$ cat src/rtl/axi4_lite_reg_slave_if.sv
// AXI4-Lite bus bundle with master and slave views.
interface axi4_lite_if;
  logic [31:0] awaddr;
  logic        awvalid;
  logic        awready;
  logic [31:0] wdata;
  logic [3:0]  wstrb;
  logic        wvalid;
  logic        wready;
  logic [1:0]  bresp;
  logic        bvalid;
  logic        bready;
  logic [31:0] araddr;
  logic        arvalid;
  logic        arready;
  logic [31:0] rdata;
  logic [1:0]  rresp;
  logic        rvalid;
  logic        rready;

  modport slave (
    input  awaddr, awvalid, wdata, wstrb, wvalid, bready, araddr, arvalid, rready,
    output awready, wready, bresp, bvalid, arready, rdata, rresp, rvalid
  );

  modport master (
    output awaddr, awvalid, wdata, wstrb, wvalid, bready, araddr, arvalid, rready,
    input  awready, wready, bresp, bvalid, arready, rdata, rresp, rvalid
  );
endinterface

$ cat src/rtl/axi4_lite_reg_slave.sv
// AXI4-Lite register slave: control/scratch/ID/status registers, write counter,
// and W1C interrupt status with enable mask driving a registered irq.
module axi4_lite_reg_slave #(
  parameter logic [31:0] BASE_ADDR  = 32'h0000_1000,
  parameter logic [31:0] ID_VALUE   = 32'h4158_5531,
  parameter int          NUM_EVENTS = 8
) (
  input  logic                  clk,
  input  logic                  rst,
  axi4_lite_if.slave            axi,
  output logic [31:0]           ctrl_out,
  output logic                  ctrl_wr_pulse,
  input  logic [31:0]           status_in,
  input  logic [NUM_EVENTS-1:0] event_in,
  output logic                  irq,
  output logic [1:0]            dbg_state
);

  // Handshakes: a beat transfers on a rising clk edge where valid && ready are both 1;
  // the slave holds bvalid/bresp and rvalid/rdata/rresp stable until the matching ready.

  typedef enum logic { W_IDLE, W_RESP } w_state_e;
  typedef enum logic { R_IDLE, R_DATA } r_state_e;

  localparam logic [11:0] OFF_CONTROL    = 12'h000;
  localparam logic [11:0] OFF_STATUS     = 12'h004;
  localparam logic [11:0] OFF_SCRATCH    = 12'h008;
  localparam logic [11:0] OFF_ID         = 12'h00C;
  localparam logic [11:0] OFF_WRITE_CNT  = 12'h010;
  localparam logic [11:0] OFF_IRQ_STATUS = 12'h014;
  localparam logic [11:0] OFF_IRQ_ENABLE = 12'h018;
  localparam logic [1:0]  RESP_OKAY      = 2'b00;
  localparam logic [1:0]  RESP_SLVERR    = 2'b10;
  localparam logic [31:0] EV_MASK = (NUM_EVENTS >= 32) ? 32'hFFFF_FFFF
                                                        : ((32'd1 << NUM_EVENTS) - 32'd1);

  w_state_e    w_state_q, w_state_d;
  r_state_e    r_state_q, r_state_d;
  logic        ready_en_q;
  logic        aw_have_q, aw_have_d;
  logic [31:0] aw_addr_q, aw_addr_d;
  logic        w_have_q, w_have_d;
  logic [31:0] w_data_q, w_data_d;
  logic [3:0]  w_strb_q, w_strb_d;
  logic        bvalid_q, bvalid_d;
  logic [1:0]  bresp_q, bresp_d;
  logic        rvalid_q, rvalid_d;
  logic [31:0] rdata_q, rdata_d;
  logic [1:0]  rresp_q, rresp_d;
  logic [31:0] ctrl_q, ctrl_d;
  logic        ctrl_wr_pulse_q, ctrl_wr_pulse_d;
  logic [31:0] scratch_q, scratch_d;
  logic [31:0] wcount_q, wcount_d;
  logic [31:0] irq_status_q, irq_status_d;
  logic [31:0] irq_en_q, irq_en_d;
  logic        irq_q, irq_d;

  logic [31:0] ev_ext, wmask, w1c_clr, rd_val;
  logic        wr_ok, rd_ok;

  assign axi.awready   = ready_en_q && (w_state_q == W_IDLE) && !aw_have_q;
  assign axi.wready    = ready_en_q && (w_state_q == W_IDLE) && !w_have_q;
  assign axi.arready   = ready_en_q && (r_state_q == R_IDLE);
  assign axi.bvalid    = bvalid_q;
  assign axi.bresp     = bresp_q;
  assign axi.rvalid    = rvalid_q;
  assign axi.rdata     = rdata_q;
  assign axi.rresp     = rresp_q;
  assign ctrl_out      = ctrl_q;
  assign ctrl_wr_pulse = ctrl_wr_pulse_q;
  assign irq           = irq_q;
  assign dbg_state     = {w_state_q == W_RESP, r_state_q == R_DATA};

  always_comb begin
    ev_ext = '0;
    ev_ext[NUM_EVENTS-1:0] = event_in;
    for (int i = 0; i < 4; i++) wmask[8*i +: 8] = {8{w_strb_q[i]}};
    wr_ok = (aw_addr_q[31:12] == BASE_ADDR[31:12]) && (aw_addr_q[1:0] == 2'b00) &&
            ((aw_addr_q[11:0] == OFF_CONTROL) || (aw_addr_q[11:0] == OFF_SCRATCH) ||
             (aw_addr_q[11:0] == OFF_IRQ_STATUS) || (aw_addr_q[11:0] == OFF_IRQ_ENABLE));
  end

  // Read decode sees pre-edge register values, so a same-edge write is not visible.
  always_comb begin
    rd_ok  = (axi.araddr[31:12] == BASE_ADDR[31:12]) && (axi.araddr[1:0] == 2'b00);
    rd_val = '0;
    case (axi.araddr[11:0])
      OFF_CONTROL:    rd_val = ctrl_q;
      OFF_STATUS:     rd_val = status_in;
      OFF_SCRATCH:    rd_val = scratch_q;
      OFF_ID:         rd_val = ID_VALUE;
      OFF_WRITE_CNT:  rd_val = wcount_q;
      OFF_IRQ_STATUS: rd_val = irq_status_q;
      OFF_IRQ_ENABLE: rd_val = irq_en_q;
      default:        rd_ok  = 1'b0;
    endcase
    if (!rd_ok) rd_val = '0;
  end

  always_comb begin
    w_state_d       = w_state_q;
    aw_have_d       = aw_have_q;
    aw_addr_d       = aw_addr_q;
    w_have_d        = w_have_q;
    w_data_d        = w_data_q;
    w_strb_d        = w_strb_q;
    bvalid_d        = bvalid_q;
    bresp_d         = bresp_q;
    ctrl_d          = ctrl_q;
    ctrl_wr_pulse_d = 1'b0;
    scratch_d       = scratch_q;
    wcount_d        = wcount_q;
    irq_en_d        = irq_en_q;
    w1c_clr         = '0;

    if (axi.awvalid && axi.awready) begin
      aw_have_d = 1'b1;
      aw_addr_d = axi.awaddr;
    end
    if (axi.wvalid && axi.wready) begin
      w_have_d = 1'b1;
      w_data_d = axi.wdata;
      w_strb_d = axi.wstrb;
    end

    case (w_state_q)
      W_IDLE: begin
        if (aw_have_q && w_have_q) begin
          aw_have_d = 1'b0;
          w_have_d  = 1'b0;
          bvalid_d  = 1'b1;
          bresp_d   = wr_ok ? RESP_OKAY : RESP_SLVERR;
          w_state_d = W_RESP;
          if (wr_ok) begin
            wcount_d = wcount_q + 32'd1;
            case (aw_addr_q[11:0])
              OFF_CONTROL: begin
                ctrl_d          = (ctrl_q & ~wmask) | (w_data_q & wmask);
                ctrl_wr_pulse_d = 1'b1;
              end
              OFF_SCRATCH:    scratch_d = (scratch_q & ~wmask) | (w_data_q & wmask);
              OFF_IRQ_STATUS: w1c_clr   = w_data_q & wmask;
              OFF_IRQ_ENABLE: irq_en_d  = ((irq_en_q & ~wmask) | (w_data_q & wmask)) & EV_MASK;
              default: ;
            endcase
          end
        end
      end
      W_RESP: begin
        if (axi.bready) begin
          bvalid_d  = 1'b0;
          w_state_d = W_IDLE;
        end
      end
      default: w_state_d = W_IDLE;
    endcase

    // Event set is applied after the clear so a coincident pulse keeps the bit set.
    irq_status_d = ((irq_status_q & ~w1c_clr) | ev_ext) & EV_MASK;
    irq_d        = |(irq_status_q & irq_en_q);
  end

  always_comb begin
    r_state_d = r_state_q;
    rvalid_d  = rvalid_q;
    rdata_d   = rdata_q;
    rresp_d   = rresp_q;
    case (r_state_q)
      R_IDLE: begin
        if (axi.arvalid && axi.arready) begin
          rvalid_d  = 1'b1;
          rdata_d   = rd_val;
          rresp_d   = rd_ok ? RESP_OKAY : RESP_SLVERR;
          r_state_d = R_DATA;
        end
      end
      R_DATA: begin
        if (axi.rready) begin
          rvalid_d  = 1'b0;
          r_state_d = R_IDLE;
        end
      end
      default: r_state_d = R_IDLE;
    endcase
  end

  always_ff @(posedge clk or negedge rst) begin
    if (!rst) begin
      w_state_q       <= W_IDLE;
      r_state_q       <= R_IDLE;
      ready_en_q      <= 1'b0;
      aw_have_q       <= 1'b0;
      aw_addr_q       <= '0;
      w_have_q        <= 1'b0;
      w_data_q        <= '0;
      w_strb_q        <= '0;
      bvalid_q        <= 1'b0;
      bresp_q         <= '0;
      rvalid_q        <= 1'b0;
      rdata_q         <= '0;
      rresp_q         <= '0;
      ctrl_q          <= '0;
      ctrl_wr_pulse_q <= 1'b0;
      scratch_q       <= '0;
      wcount_q        <= '0;
      irq_status_q    <= '0;
      irq_en_q        <= '0;
      irq_q           <= 1'b0;
    end else begin
      w_state_q       <= w_state_d;
      r_state_q       <= r_state_d;
      ready_en_q      <= 1'b1;
      aw_have_q       <= aw_have_d;
      aw_addr_q       <= aw_addr_d;
      w_have_q        <= w_have_d;
      w_data_q        <= w_data_d;
      w_strb_q        <= w_strb_d;
      bvalid_q        <= bvalid_d;
      bresp_q         <= bresp_d;
      rvalid_q        <= rvalid_d;
      rdata_q         <= rdata_d;
      rresp_q         <= rresp_d;
      ctrl_q          <= ctrl_d;
      ctrl_wr_pulse_q <= ctrl_wr_pulse_d;
      scratch_q       <= scratch_d;
      wcount_q        <= wcount_d;
      irq_status_q    <= irq_status_d;
      irq_en_q        <= irq_en_d;
      irq_q           <= irq_d;
    end
  end

endmodule

$ cat src/flat_wrapper.sv
// flat-port wrapper written by rule: the top's interface ports become plain ports
module axi4_lite_reg_slave_flat 
#(
  parameter logic [31:0] BASE_ADDR  = 32'h0000_1000,
  parameter logic [31:0] ID_VALUE   = 32'h4158_5531,
  parameter int          NUM_EVENTS = 8
)
  (clk, rst, ctrl_out, ctrl_wr_pulse, status_in, event_in, irq, dbg_state, axi_awaddr, axi_awvalid, axi_wdata, axi_wstrb, axi_wvalid, axi_bready, axi_araddr, axi_arvalid, axi_rready, axi_awready, axi_wready, axi_bresp, axi_bvalid, axi_arready, axi_rdata, axi_rresp, axi_rvalid);
  axi4_lite_if axi_i ();
  input  logic clk;
  input  logic rst;
  output logic [31:0] ctrl_out;
  output logic ctrl_wr_pulse;
  input  logic [31:0] status_in;
  input  logic [NUM_EVENTS-1:0] event_in;
  output logic irq;
  output logic [1:0] dbg_state;
  input wire logic [$bits(axi_i.awaddr)-1:0] axi_awaddr;
  input wire logic [$bits(axi_i.awvalid)-1:0] axi_awvalid;
  input wire logic [$bits(axi_i.wdata)-1:0] axi_wdata;
  input wire logic [$bits(axi_i.wstrb)-1:0] axi_wstrb;
  input wire logic [$bits(axi_i.wvalid)-1:0] axi_wvalid;
  input wire logic [$bits(axi_i.bready)-1:0] axi_bready;
  input wire logic [$bits(axi_i.araddr)-1:0] axi_araddr;
  input wire logic [$bits(axi_i.arvalid)-1:0] axi_arvalid;
  input wire logic [$bits(axi_i.rready)-1:0] axi_rready;
  output wire logic [$bits(axi_i.awready)-1:0] axi_awready;
  output wire logic [$bits(axi_i.wready)-1:0] axi_wready;
  output wire logic [$bits(axi_i.bresp)-1:0] axi_bresp;
  output wire logic [$bits(axi_i.bvalid)-1:0] axi_bvalid;
  output wire logic [$bits(axi_i.arready)-1:0] axi_arready;
  output wire logic [$bits(axi_i.rdata)-1:0] axi_rdata;
  output wire logic [$bits(axi_i.rresp)-1:0] axi_rresp;
  output wire logic [$bits(axi_i.rvalid)-1:0] axi_rvalid;
  assign axi_i.awaddr = axi_awaddr;
  assign axi_i.awvalid = axi_awvalid;
  assign axi_i.wdata = axi_wdata;
  assign axi_i.wstrb = axi_wstrb;
  assign axi_i.wvalid = axi_wvalid;
  assign axi_i.bready = axi_bready;
  assign axi_i.araddr = axi_araddr;
  assign axi_i.arvalid = axi_arvalid;
  assign axi_i.rready = axi_rready;
  assign axi_awready = axi_i.awready;
  assign axi_wready = axi_i.wready;
  assign axi_bresp = axi_i.bresp;
  assign axi_bvalid = axi_i.bvalid;
  assign axi_arready = axi_i.arready;
  assign axi_rdata = axi_i.rdata;
  assign axi_rresp = axi_i.rresp;
  assign axi_rvalid = axi_i.rvalid;
  axi4_lite_reg_slave #(.BASE_ADDR(BASE_ADDR), .ID_VALUE(ID_VALUE), .NUM_EVENTS(NUM_EVENTS)) u_core (.clk(clk), .rst(rst), .axi(axi_i), .ctrl_out(ctrl_out), .ctrl_wr_pulse(ctrl_wr_pulse), .status_in(status_in), .event_in(event_in), .irq(irq), .dbg_state(dbg_state));
endmodule
$ cat config.mk
export PLATFORM = sky130hd
export DESIGN_NAME = axi4_lite_reg_slave_flat
export DESIGN_NICKNAME = d
export VERILOG_FILES = /design/src/rtl/axi4_lite_reg_slave_if.sv /design/src/rtl/axi4_lite_reg_slave.sv /design/src/flat_wrapper.sv
export SDC_FILE = /design/constraint.sdc
export NUM_CORES = 1
export LEC_CHECK = 0
export CELL_PAD_IN_SITES_DETAIL_PLACEMENT = 0
export CELL_PAD_IN_SITES_GLOBAL_PLACEMENT = 1
export CORE_MARGIN = 1.5
export CORE_UTILIZATION = 41
export CTS_BUF_LIST = sky130_fd_sc_hd__clkbuf_4 sky130_fd_sc_hd__clkbuf_8
export DETAILED_ROUTE_END_ITERATION = 8
export PLACE_DENSITY = 0.89
export SLEW_MARGIN = 40
export SYNTH_ARGS = -nofsm -noshare
export SYNTH_HDL_FRONTEND = slang
export SYNTH_SLANG_ARGS = --single-unit
$ cat constraint.sdc
create_clock -name clk -period 3 [get_ports clk]
set_input_delay 0.3 -clock clk [delete_from_list [all_inputs] [get_ports clk]]
set_output_delay 0.3 -clock clk [all_outputs]
set_load 0.02 [all_outputs]
-- Word-level counts from Yosys, hierarchy flattened
Cells that the tools add are included.
- bits of input ports: 147
- output and inout bits: 77
- logic and storage cells: 111
- flip-flop bits (word level): 225
- bitwise logic cells: 14
- eq/ne operators: 15
- reductions and logical operators: 30
- $add $sub $neg: 1
- muxes and demuxes: 31
- operators by type and width (operator ; count):
    $pmux 32 s7 ; 1
    $and 32x32->32 ; 3
    $or 32x32->32 ; 2
    $eq 12x5->1 const B ; 5
    $eq 20x1->1 const B ; 2
    $eq 12x4->1 const B ; 3
    $add 32x1->32 const B ; 1
    $mux 32 ; 1
    $mux 8 ; 4
    $not 32->32 ; 1
    $reduce_or 32->1 ; 1
    $and 8x8->8 ; 3
    $logic_not 12->1 ; 2
    $mux 1 ; 19
    $or 8x8->8 ; 2
    $eq 12x3->1 const B ; 1
    $reduce_and 4->1 ; 3
    $logic_and 1x1->1 ; 11
    $ne 2x2->1 const B ; 4
    $not 8->8 ; 1
    $pmux 1 s2 ; 4
    $reduce_and 2->1 ; 4
    $reduce_or 7->1 ; 1
    $logic_not 2->1 ; 2
    5 further kinds ; 10

-- Longest topological paths before layout
Gate-level depths: netlist of run 1.
- depth in word-level cells: 11
- gate-level depth with buffers: 8
- mapped depth without buffers: 5

-- Least setup slack after synthesis of run 1
OpenSTA, ideal clock, no wires.
- kind: reg-to-reg
- start: reg u_core.w_state_q
- end: reg u_core.w_data_q[10]
- path buffers: 2
- period minus slack after synthesis: 2.210 ns
- cell stages (with the launch flop): 7
- arrival time: 2.086 ns
- setup slack: 0.790 ns
- library setup time: 0.125 ns
- path through: dfrtp_1 nand2b_1 nor2_1 and2_1 clkbuf_1 clkbuf_1 mux2_2
- cells in the longest elaborated chain, start to end: 4
- ends and longest elaborated chain (what ; RTL line ; text):
    start: declaration ; axi4_lite_reg_slave.sv:37 ; w_state_e w_state_q, w_state_d;
    start signal: assignment ; axi4_lite_reg_slave.sv:210 ; w_state_q <= w_state_d;
    $not 1->1 (no source line) ; -- ;
    $logic_and 1x1->1 (2 in series) ; axi4_lite_reg_slave.sv:62 ; assign axi.wready = ready_en_q && (w_state_q == W_IDLE) && !w_have_q;
    via axi_wready ; flat_wrapper.sv:28 ; output wire logic [$bits(axi_i.wready)-1:0] axi_wready;
    $logic_and 1x1->1 ; axi4_lite_reg_slave.sv:120 ; if (axi.wvalid && axi.wready) begin
    end signal: assignment ; axi4_lite_reg_slave.sv:216 ; w_data_q <= w_data_d;
    end: declaration ; axi4_lite_reg_slave.sv:43 ; logic [31:0] w_data_q, w_data_d;
The timed path passes the listed nets, and every way through them passes these cells.
A chain may end at the register's enable or synchronous reset.

==> results of run 1 <==
[where the power goes]
part           internal (mW)  switching, mW
sequential              3.52          0.449
combinational          0.779          0.502
clock                   1.62           1.19
total                   5.91           2.14
[cell type report]
type / instances / area (sq um)
repair buffers: 246 / 2430
clock buffers: 63 / 773
inverters: 6 / 22.5
multi-input cells: 518 / 4120
clock inverters: 3 / 17.5
fillers: 2002 / 10300
well taps: 319 / 399
flip-flops and latches: 223 / 5580
[kinds of logic (layout without fill, tap and decap cells)]
group	after synthesis	in the layout	synth area share, %
AOI/OAI and AO/OA	120	120	8.24
xor gates and xnor gates	32	32	2.83
adders and majority gates	1	1	0.126
buffers and inverters	49	318	2.05
DFF	223	223	56.4
muxes	172	172	19.5
other	2	3	0.0759
and+or+nand+nor	190	190	10.8
[how the worst max path moves through the flow]
stage / start / endpoint / slack (ps) / depth (start not counted)
4_1_cts: u_core.aw_addr_q[7] / flop / 410 / 5
3_5_place_dp: u_core.aw_addr_q[7] / flop / 380 / 5
2_1_floorplan: u_core.w_state_q / u_core.w_data_q[10] / 790 / 6
6_report: u_core.aw_addr_q[7] / flop / 440 / 5
3_3_place_gp: u_core.aw_addr_q[7] / flop / 460 / 5
5_1_grt: u_core.aw_addr_q[7] / flop / 170 / 5
[critical path, stage by stage, from the launching register on]
cell and delay [ps]:
dfrtp_1 390, nor4_2 340, nand4_2 300, nor4_2 580, nand2_1 440, mux2_2 400
[cell usage in the layout (no fill, tap or decap), types with 20 or more instances in the layout]
cell type	instances
a21o_1	20
a21oi_1	24
buf_4	22
clkbuf_8	48
clkdlybuf4s50_1	219
dfrtp_1	223
mux2_2	152
nand2_1	54
nand3_1	28
nor2_1	22
o21ai_0	32
xnor2_1	27
[per-stage QoR]
stage                     hold slack (ps)  power, mW  instance area (sq um)
after detailed placement              334       5.31                  12500
after CTS                             319       8.15                  13300
after floorplan                      4.41       4.69                   9900
after global placement                332       5.24                  12500
after global routing                  338       8.43                  13300
final                                 343       8.06                  13300
[what timing repair did]
| item | in CTS | in global routing |
|---|---|---|
| hold buffers | 1 | 0 |
| buffers inserted | 0 | 0 |
| endpoints found under the hold margin | 76 | 0 |
[metal layers]
metal / vias to the layer above / track usage, % / wire length [um]
met3: 56 / 5.58 / 2010
met1: 3663 / 28.1 / 11400
li1: 3389 / - / -
met4: 0 / 7.34 / 683
met5: - / 0 / 0
met2: 271 / 34.9 / 12600
==> results.sh, run 1 <==
export IMPL_status="finished, final reports clean"
export IMPL_floorplan_core_area_sq_um=23600
export IMPL_drtPass1Iterations=8
export IMPL_synth_avg_cell_area_sq_um=12.5
export IMPL_grt_max_degree=82
export IMPL_rsz0062_at_grt="no"
export IMPL_worstPathArrival_ps=2970
export IMPL_power_density_nw_per_um2=604
export IMPL_wirelength_um=26700
export IMPL_final_util_pct=56.5
export IMPL_die_y_um=158
export IMPL_area_growth_pct=34.8
export IMPL_postSynth_asyncResetShare_pct=100
export IMPL_nNetsFinal=1182
export IMPL_required_ps=3410
export IMPL_worstHoldPathType="in2async"
export IMPL_min_period_ps=2560
export IMPL_crit_type="reg2reg"
export IMPL_cts_sinks=223
export IMPL_placedCellCount=1311
export IMPL_crit_path_end_kind="flop"
export IMPL_vdd_ir_drop_max_mv=0.377
export IMPL_setup_violations=0
export IMPL_synth_cell_types=52
export IMPL_fin_ws_ps=441
export IMPL_clk_latency_ps=530
export IMPL_r2r_setup_slack_ps=440
export IMPL_cts_htree_levels=2
export IMPL_tightestPinTransition_ps=774
export IMPL_grt_pass1_wl_um=41300
export IMPL_drv_cap=0
export IMPL_syn_inst=789
export IMPL_dpl_hpwl_um=18900
export IMPL_slew_viol_final=0
export IMPL_drt_iter0_markers=443
export IMPL_synth_ff_latch_count=223
export IMPL_crit_path_max_fanout=8
export IMPL_diodes=0
export IMPL_ios=224
export IMPL_place_congestion=0.844
export IMPL_overflow=0
export IMPL_numCtsBuffers=39
export IMPL_vias_per_cell=5.35
export IMPL_ys_top_cells_by_area="dfrtp_1, mux2_2, xnor2_1"
export IMPL_ctsResizeCount=0
export IMPL_startpoint_type="flop"
export IMPL_cts_clk_slew_worst_paths_ps=60
export IMPL_drc_errors=0
export IMPL_dp_slack_ps=377
export IMPL_finalCritPeriodShare_pct=85.3
export IMPL_wire_per_inst_um=19.4
export IMPL_hold_viol=0
export IMPL_rows=56
export IMPL_leakagePower_nw=5.82
export IMPL_yosysTopAreaCellShare_pct=56.4
export IMPL_initial_core_util_pct=41.9
export IMPL_die_w_um=158
export IMPL_fin_tns_setup_ps=0
export IMPL_synth_top_flop_cell="dfrtp_1"
export IMPL_grt_pass1_vias=7610
export IMPL_synth_top_area_cell="dfrtp_1"
export IMPL_port_buffers=221
export IMPL_synthTopCellsByCount="dfrtp_1, mux2_2, nand2_1, o21ai_0, clkbuf_1"
export IMPL_cts_buffer_depth=3
export IMPL_vias=7379
export IMPL_clock_fmax_mhz=391
export IMPL_synth_edf_count=0
export IMPL_layout_drive_gt1_share_pct=24.5
export IMPL_instances_no_fill=1378
export IMPL_yosysSeqAreaShare_pct=56.4
export IMPL_detail_route_antenna_nets=0
export IMPL_rr_worst_depth=5
export IMPL_die_area_sq_um=25100
export IMPL_yosysMostFrequentCell="dfrtp_1"
export IMPL_syn_area_sq_um=9900
export IMPL_cts_tree="done"
export IMPL_grt_use_total_pct=21.5
export IMPL_root_buffer="clkbuf_8"
export IMPL_maxSlewHeadroom_pct=48.0
export IMPL_skew_ps=21.7
export IMPL_r2r_start="u_core.aw_addr_q[7]"
export IMPL_antenna_found_initial=0
export IMPL_yosysWarnings=0
(Power assumes the default switching activity.)
==> run 2: changes to the inputs <==
--- a/config.mk
+++ b/config.mk
@@ -10,6 +10,7 @@
 export CORE_MARGIN = 1.5
 export CORE_UTILIZATION = 41
 export CTS_BUF_LIST = sky130_fd_sc_hd__clkbuf_4 sky130_fd_sc_hd__clkbuf_8
+export CTS_CLUSTER_DIAMETER = 100
 export DETAILED_ROUTE_END_ITERATION = 8
 export PLACE_DENSITY = 0.89
 export SLEW_MARGIN = 40
==> constraint.sdc (replaced) <==
create_clock -name clk -period 2.4 [get_ports clk]
set_input_delay 0.24 -clock clk [delete_from_list [all_inputs] [get_ports clk]]
set_output_delay 0.24 -clock clk [all_outputs]
set_load 0.02 [all_outputs]
==> run 2 against run 1 <==
Count of clock-buffer cells in the layout is 4 higher. Wire length is 2.2% higher. Global-route usage is 0.68 points higher. Largest power group unchanged.
==> results.sh, run 2 (same netlist as run 1, synthesis figures left out) <==
export IMPL_status="finished, final reports clean"
export IMPL_finalCritPeriodShare_pct=94.1
export IMPL_startpoint_type="flop"
export IMPL_cp_startpoint="u_core.aw_addr_q[7]"
export IMPL_die_area_sq_um=25100
export IMPL_port_buffers=221
export IMPL_tightestPinTransition_ps=629
export IMPL_cts_sinks=223
export IMPL_power_density_nw_per_um2=758
export IMPL_rsz0062_at_grt="no"
export IMPL_crit_path_max_fanout=7
export IMPL_clk_latency_ps=530
export IMPL_crit_path_top_delay_cell="or4_4"
export IMPL_cts_buffer_depth=3
export IMPL_cp_cell_sequence="nor4_2, nand4_2, or4_4, nor4_1, xor2_1"
export IMPL_layout_drive_gt1_share_pct=25.9
export IMPL_grt_max_degree=76
export IMPL_layout_commonest_cell="dfrtp_1"
export IMPL_grt_pass1_wl_um=42800
export IMPL_wire_per_inst_um=19.6
export IMPL_power_mw=10.3
export IMPL_endpoint="u_core.wcount_q[20]"
export IMPL_ios=224
export IMPL_leakagePower_nw=5.93
export IMPL_required_ps=2850
export IMPL_vdd_ir_drop_max_mv=0.447
export IMPL_grt_use_total_pct=22.2
export IMPL_crit_path_end_kind="flop"
export IMPL_overflow=0
export IMPL_critPathTopFamily="simple AND/OR/NAND/NOR gates"
export IMPL_place_congestion=0.808
export IMPL_detailed_place_area_sq_um=12700
export IMPL_vias=7487
export IMPL_cts_clk_slew_worst_paths_ps=60
export IMPL_area_growth_pct=37.0
export IMPL_antenna_found_initial=2
export IMPL_rows=56
export IMPL_intPower_mw=7.55
export IMPL_numCtsBuffers=39
export IMPL_nNetsFinal=1193
export IMPL_instances_no_fill=1391
export IMPL_final_util_pct=57.4
export IMPL_r2r_start="u_core.aw_addr_q[7]"
export IMPL_r2r_setup_slack_ps=140
export IMPL_p_switching_mw=2.73
export IMPL_grt_pass1_vias=7810
export IMPL_r2r_end="u_core.wcount_q[20]"
export IMPL_worstPathArrival_ps=2710
export IMPL_hold_slack_ps=216
export IMPL_drtPass1Iterations=6
export IMPL_initial_core_util_pct=41.9
export IMPL_die_w_um=158
export IMPL_clock_fmax_mhz=443
export IMPL_root_buffer="clkbuf_8"
export IMPL_slew_viol_final=0
export IMPL_layout_common_cells="dfrtp_1, clkdlybuf4s50_1, mux2_2, clkbuf_8, nand2_1"
export IMPL_cts_tree="done"
export IMPL_drc_errors=0
export IMPL_finalInstanceArea_sq_um=13600
export IMPL_fillCellCount=2005
export IMPL_clkPwrFrac_pct=35.6
export IMPL_cts_htree_levels=2
export IMPL_diodes=0
export IMPL_switching_share_pct=26.5
export IMPL_dpl_hpwl_um=19000
export IMPL_regArea_sq_um=5580
export IMPL_skew_ps=17.1
export IMPL_drv_cap=0
export IMPL_cp_depth=5
export IMPL_die_y_um=158
export IMPL_worst_path_buf_inv=0
export IMPL_worstHoldPathType="in2async"
export IMPL_detail_route_antenna_nets=0
export IMPL_min_period_ps=2260
export IMPL_maxSlewHeadroom_pct=58.1
export IMPL_rr_worst_depth=5
export IMPL_share_comb_of_total_power_pct=16.0
export IMPL_max_stage_delay_ps=670
export IMPL_floorplan_core_area_sq_um=23600
export IMPL_drt_iter0_markers=472
export IMPL_postCtsSetupBuffers=0
export IMPL_pwr_share_seq_pct=48.4
export IMPL_vias_per_cell=5.38
export IMPL_wirelength_um=27300
export IMPL_setup_violations=0
export IMPL_hold_viol=0
export IMPL_crit_type="reg2reg"
export IMPL_multiInputGateArea_sq_um=4160
export IMPL_placedCellCount=1322
## run 2: layout make-up
class / count / share of cell area (%)
Clock buffer: 67 / 6.11
Clock inverter: 1 / 0.0369
Inverter: 6 / 0.166
Multi-Input combinational cell: 518 / 30.7
Sequential cell: 223 / 41.2
Tap cell: 319 / 2.94
Timing Repair Buffer: 257 / 18.9
## run 2: layer usage
metal	GRT usage, %	part of all wire [%]
met5	0	0.10
met4	6.76	1.8
met3	5.47	6.8
met2	36.4	48
met1	29.1	43
## run 2: worst min-delay path by stage
stage / start / end / slack (ps) / cells past startpoint
after floorplan: rst / async pin / -60 / 0
after global placement: rst / u_core.axi.rdata[11] / 180 / 1
after detailed placement: rst / u_core.axi.rdata[11] / 180 / 1
after CTS: rst / u_core.w_data_q[10] / 210 / 2
after global routing: rst / u_core.w_data_q[16] / 250 / 2
final: rst / u_core.axi.rdata[17] / 220 / 2
## run 2: power by group through the flow
stage | clock, mW | combinational (mW) | sequential, mW
2_1_floorplan | 0 | 1.04 | 4.82
3_3_place_gp | 0 | 1.60 | 4.96
3_5_place_dp | 0 | 1.64 | 5.00
4_1_cts | 3.74 | 1.66 | 4.94
5_1_grt | 3.89 | 1.78 | 5.07
6_report | 3.66 | 1.64 | 4.97
## run 2: through the flow
step	setup TNS, ps	setup slack, ps
2_1_floorplan	0	190
3_3_place_gp	0	2.08
3_5_place_dp	-118	-69.1
4_1_cts	0	48.5
5_1_grt	0	5.52
6_report	0	141
## run 2: what timing repair did
action	in CTS	in global routing
endpoints found under the setup margin	4	39
hold buffers	1	0
gates resized for setup	2	7
endpoints found under the hold margin	47	0
pin swaps	0	1
